### src/rtl/fifo_read_unpacker_if.sv
// fifo_read_unpacker_if: FIFO wide-read port plus single-word output stream.
interface fifo_read_unpacker_if #(
    parameter int NUM_BIT  = 4,
    parameter int PAR_READ = 2
);
    logic                        fifo_valid;
    logic [PAR_READ*NUM_BIT-1:0] fifo_dout;
    logic                        fifo_ren;
    logic                        flush;
    logic [NUM_BIT-1:0]          dout;
    logic                        dout_valid;
    logic                        dout_ready;
    logic                        busy;

    modport master (
        output fifo_valid, fifo_dout, flush, dout_ready,
        input  fifo_ren, dout, dout_valid, busy
    );

    modport slave (
        input  fifo_valid, fifo_dout, flush, dout_ready,
        output fifo_ren, dout, dout_valid, busy
    );
endinterface

### src/rtl/fifo_read_unpacker.sv
// fifo_read_unpacker: pops PAR_READ words from the FIFO and streams them out one per beat.
module fifo_read_unpacker #(
    parameter int NUM_BIT  = 4,
    parameter int PAR_READ = 2
) (
    input logic                 i_clk,
    input logic                 i_rst_n,
    fifo_read_unpacker_if.slave io
);
    localparam int IW = $clog2(PAR_READ);

    typedef enum logic {IDLE, SHIFT} state_t;

    state_t                            r_state;
    logic [IW-1:0]                     r_idx;
    logic [PAR_READ-1:0][NUM_BIT-1:0]  r_hold;
    logic                              w_last;
    logic                              w_accept;
    logic                              w_ren;

    assign w_last   = r_idx == IW'(PAR_READ - 1);
    assign w_accept = (r_state == SHIFT) && io.dout_ready;
    // reset gating keeps the pop strobe low while rst_n is held, independent of state
    assign w_ren    = i_rst_n && !io.flush && io.fifo_valid &&
                      ((r_state == IDLE) || (w_last && w_accept));

    assign io.fifo_ren   = w_ren;
    assign io.dout_valid = r_state == SHIFT;
    assign io.busy       = r_state == SHIFT;
    assign io.dout       = (r_state == SHIFT) ? r_hold[r_idx] : '0;

    always_ff @(posedge i_clk or negedge i_rst_n) begin
        if (!i_rst_n) begin
            r_state <= IDLE;
            r_idx   <= '0;
            r_hold  <= '0;
        end else if (io.flush) begin
            r_state <= IDLE;
            r_idx   <= '0;
        end else if (w_ren) begin
            r_hold  <= io.fifo_dout;
            r_idx   <= '0;
            r_state <= SHIFT;
        end else if (w_accept) begin
            if (w_last) r_state <= IDLE;
            else        r_idx   <= r_idx + IW'(1);
        end
    end
endmodule

### src/flat_wrapper.sv
// flat-port wrapper written by rule: the top's interface ports become plain ports
module fifo_read_unpacker_flat 
#(
    parameter int NUM_BIT  = 4,
    parameter int PAR_READ = 2
)
  (i_clk, i_rst_n, io_fifo_valid, io_fifo_dout, io_flush, io_dout_ready, io_fifo_ren, io_dout, io_dout_valid, io_busy);
  fifo_read_unpacker_if #(.NUM_BIT(NUM_BIT), .PAR_READ(PAR_READ)) io_i ();
  input logic i_clk;
  input logic i_rst_n;
  input wire logic [$bits(io_i.fifo_valid)-1:0] io_fifo_valid;
  input wire logic [$bits(io_i.fifo_dout)-1:0] io_fifo_dout;
  input wire logic [$bits(io_i.flush)-1:0] io_flush;
  input wire logic [$bits(io_i.dout_ready)-1:0] io_dout_ready;
  output wire logic [$bits(io_i.fifo_ren)-1:0] io_fifo_ren;
  output wire logic [$bits(io_i.dout)-1:0] io_dout;
  output wire logic [$bits(io_i.dout_valid)-1:0] io_dout_valid;
  output wire logic [$bits(io_i.busy)-1:0] io_busy;
  assign io_i.fifo_valid = io_fifo_valid;
  assign io_i.fifo_dout = io_fifo_dout;
  assign io_i.flush = io_flush;
  assign io_i.dout_ready = io_dout_ready;
  assign io_fifo_ren = io_i.fifo_ren;
  assign io_dout = io_i.dout;
  assign io_dout_valid = io_i.dout_valid;
  assign io_busy = io_i.busy;
  fifo_read_unpacker #(.NUM_BIT(NUM_BIT), .PAR_READ(PAR_READ)) u_core (.i_clk(i_clk), .i_rst_n(i_rst_n), .io(io_i));
endmodule
### config.mk
export PLATFORM = sky130hd
export DESIGN_NAME = fifo_read_unpacker_flat
export DESIGN_NICKNAME = d
export VERILOG_FILES = /design/src/rtl/fifo_read_unpacker_if.sv /design/src/rtl/fifo_read_unpacker.sv /design/src/flat_wrapper.sv
export SDC_FILE = /design/constraint.sdc
export NUM_CORES = 1
export LEC_CHECK = 0
export ABC_CLOCK_PERIOD_IN_PS = 2700
export CORE_AREA = 5 5 42 44
export CTS_CLUSTER_SIZE = 8
export DETAILED_ROUTE_END_ITERATION = 12
export DIE_AREA = 0 0 47 49
export HOLD_SLACK_MARGIN = 0.06
export MAX_ROUTING_LAYER = met4
export PLACE_DENSITY_LB_ADDON = 0.15
export SYNTH_ARGS = -nofsm -noshare
export SYNTH_HDL_FRONTEND = slang
export SYNTH_SLANG_ARGS = --single-unit
### constraint.sdc
create_clock -name i_clk -period 2.7 [get_ports i_clk]
set_clock_uncertainty 0.15 [all_clocks]
set_input_delay 0.27 -clock i_clk [delete_from_list [all_inputs] [get_ports i_clk]]
set_output_delay 0.27 -clock i_clk [all_outputs]
set_load 0.02 [all_outputs]
==> metrics.csv <==
stage;metric;value;unit
status;status;finished clean;
worst_setup_path;Crit Path Category;register to primary output;
clocking;Max clock buf depth;2;
final_layout;post-route cell area;721;sq um
grt;initial antenna violation count;0;
timing;Final Hold Fails;0;
timing;Period Utilization, post-route;81.8;%
timing;max frequency;453;MHz
power_and_ir_drop;peak supply drop;0.347;mV
final_layout;ANT cells;0;
worst_setup_path;worst path cell trace;nand2_4 -> a211oi_4 -> clkdlybuf4s50_1;
timing;min Tclk post-route;2.21;ns
synth;synthesized area per cell;13.7;sq um
routing;DRC Markers;0;
floorplan;Die Y;49;microns
worst_setup_path;Worst Path Required;2.28;ns
clocking;CTS tree;yes;
worst_setup_path;reg-to-reg slack, setup;0.98;ns
synth;Ys Warns;0;
clocking;CTS Root Cell;clkbuf_4;
grt;largest net degree at the start of global routing;11;
routing;via count;354;
timing;# setup viols final;0;
floorplan;IO Count;20;
clocking;Hold-fix buffers, CTS;0;
worst_setup_path;critical path fanouts, max;6;
min_path;HP Class;primary input to async pin;
synth;Netlist cell types;11;
clocking;TritonCTS buffer count;3;
worst_setup_path;worst r2r dst;u_core.r_hold[7]$_DFFE_PN0P_;
routing;wire per inst;14.0;microns
worst_setup_path;CP endpoint kind;primary output;
placement;final RePlAce weighted congestion;0.709;
synth;syn_nets;48;
routing;final wirelength;1.04;mm
power_and_ir_drop;Leak;0.291;nW
clocking;Post-CTS Setup Bufs;0;
worst_setup_path;cell depth of the worst flop-to-flop path;4;
placement;DP HPWL;821;microns
synth;Synth Cell Area;478;sq um
worst_setup_path;WP data arrival;1.79;ns
final_layout;final instance count without filler cells;74;
floorplan;Die Width;47;microns
final_layout;Area Overhead vs Synth;50.8;%
timing;worst rel slew slack;77.1;%
timing;Max Transition Viols Final;0;
timing;RSZ-0062 raised after global routing;false;
final_layout;nets;72;
worst_setup_path;Worst path slowest cell;clkdlybuf4s50_1;
placement;port bufs;19;
worst_setup_path;Crit path largest cell delay;0.64;ns
floorplan;Core Area;1400;sq um
routing;1st-pass router iterations;1;
clocking;H-tree Lvls;1;
clocking;clk sinks;10;
routing;ANT nets after route;0;
clocking;Worst-Skew Late Latency;0.26;ns
timing;total negative slack;0;ns
synth;Post-Synthesis Cells;35;
grt;vias in the first global route;386;
final_layout;share of layout cells above drive strength 1;27.6;%
placement;placed cells;70;
clocking;clk slew on worst S/H paths;0.06;ns
placement;Area after DPL;684;sq um
worst_setup_path;critical path startpoint category;register;
grt;GRT Resource Usage Total;10.8;%
worst_setup_path;launching point of the worst reg2reg path;u_core.r_idx$_DFFE_PN0P_;
floorplan;die area;2300;sq um
synth;register area share after synthesis;52.4;%
routing;Via density;4.78;
power_and_ir_drop;power density over the cells;584;nW/um^2
grt;gr ovfl total;0;
synth;register bit count reported by yosys;10;
floorplan;starting density of the core;34.1;%
floorplan;Rows;14;
timing;pin slew with the least headroom to its limit;0.344;ns
routing;Iter 0 DRT Violations;0;
grt;global-route wire length before repair;1.70;mm
run;max_cap viols;0;
clocking;cts repair resizes;0;
final_layout;filler instances;134;
==> through the flow <==
stage          util, %  total power [mW]  worst slack (ns)  hold slack, ns
2_1_floorplan        -             0.249             0.960          -0.176
3_3_place_gp      48.8             0.288             0.516           0.339
3_5_place_dp      48.8             0.296             0.496           0.345
4_1_cts           51.4             0.429             0.457           0.170
5_1_grt           51.4             0.450             0.379           0.182
6_report          51.4             0.421             0.491           0.176
==> kinds of logic after synthesis <==
| group | after synthesis | synth area share [%] |
|---|---|---|
| AOI/OAI and AO/OA | 3 | 6.28 |
| muxes | 12 | 27.2 |
| and+or+nand+nor | 8 | 10.2 |
| buffers and inverters | 2 | 3.93 |
| DFF | 10 | 52.4 |
==> cell type report <==
class / count / area (sq um) / share of cell area (%)
timing repair buffer: 21 / 205 / 28.5
multi-input combinational: 23 / 209 / 29.0
sequential: 10 / 250 / 34.7
clock buffer: 4 / 36.3 / 5.03
tap: 16 / 20.0 / 2.78
==> critical path, delay by kind of cell (launching register included) <==
family,cells,cell delay (ns)
AO/OA/AOI/OAI,1,0.25
buffers and inverters,1,0.64
flip-flops,1,0.54
AND/OR/NAND/NOR,1,0.09
==> cells in the mapped netlist <==
cell	instances	share of area [%]
dfrtp_1	10	52
mux2_2	8	19
mux2i_1	4	8.4
nor2b_1	4	5.2
a21oi_1	2	2.1
nand2_1	2	1.6
a211oi_4	1	4.2
buf_4	1	1.6
buf_6	1	2.4
nand2_4	1	2.4
nor3_1	1	1.0
==> layout by cell type, fill, tap and decap left out <==
| master | instances |
|---|---|
| nand2_4 | 1 |
| mux2i_1 | 4 |
| nand2_1 | 2 |
| dfrtp_1 | 10 |
| clkbuf_8 | 1 |
| a21oi_1 | 2 |
| nor2b_1 | 4 |
| clkdlybuf4s50_1 | 19 |
| nor3_1 | 1 |
| a211oi_4 | 1 |
| mux2_2 | 8 |
| clkbuf_4 | 3 |
| buf_4 | 2 |
==> power by group <==
group | leakage (nW) | total [mW] | switching, mW | internal, mW
combinational | 0.148 | 0.0943 | 0.0347 | 0.0596
sequential | 0.122 | 0.197 | 0.0192 | 0.178
clock | 0.0210 | 0.129 | 0.0473 | 0.0817
==> worst max path at each step <==
stage / start / to / slack [ns]
final: u_core.r_idx$_DFFE_PN0P_ / io_fifo_ren / 0.49
after global routing: u_core.r_idx$_DFFE_PN0P_ / io_fifo_ren / 0.38
after CTS: u_core.r_idx$_DFFE_PN0P_ / io_fifo_ren / 0.46
after detailed placement: io_dout_ready / io_fifo_ren / 0.50
after global placement: io_dout_ready / io_fifo_ren / 0.52
after floorplan: u_core.io.busy$_DFFE_PN0P_ / u_core.r_hold[0]$_DFFE_PN0P_ / 0.96
==> registers in the layout, indices dropped and copies added (netlist names) <==
| name | cells |
|---|---|
| u_core.r_idx | 1 |
| u_core.r_hold | 8 |
| u_core.io.busy | 1 |
==> per-layer routing <==
| layer | GRT usage (%) | share of wire [%] | vias to the layer above | wire [microns] |
|---|---|---|---|---|
| met2 | 15.8 | 52 | 14 | 543 |
| met4 | 2.76 | 0.77 | 0 | 8 |
| met1 | 12.3 | 37 | 172 | 386 |
| li1 | - | - | 166 | - |
| met5 | - | 0 | - | 0 |
| met3 | 6.64 | 9.6 | 2 | 100 |
Power figures use the tool's default switching activity.
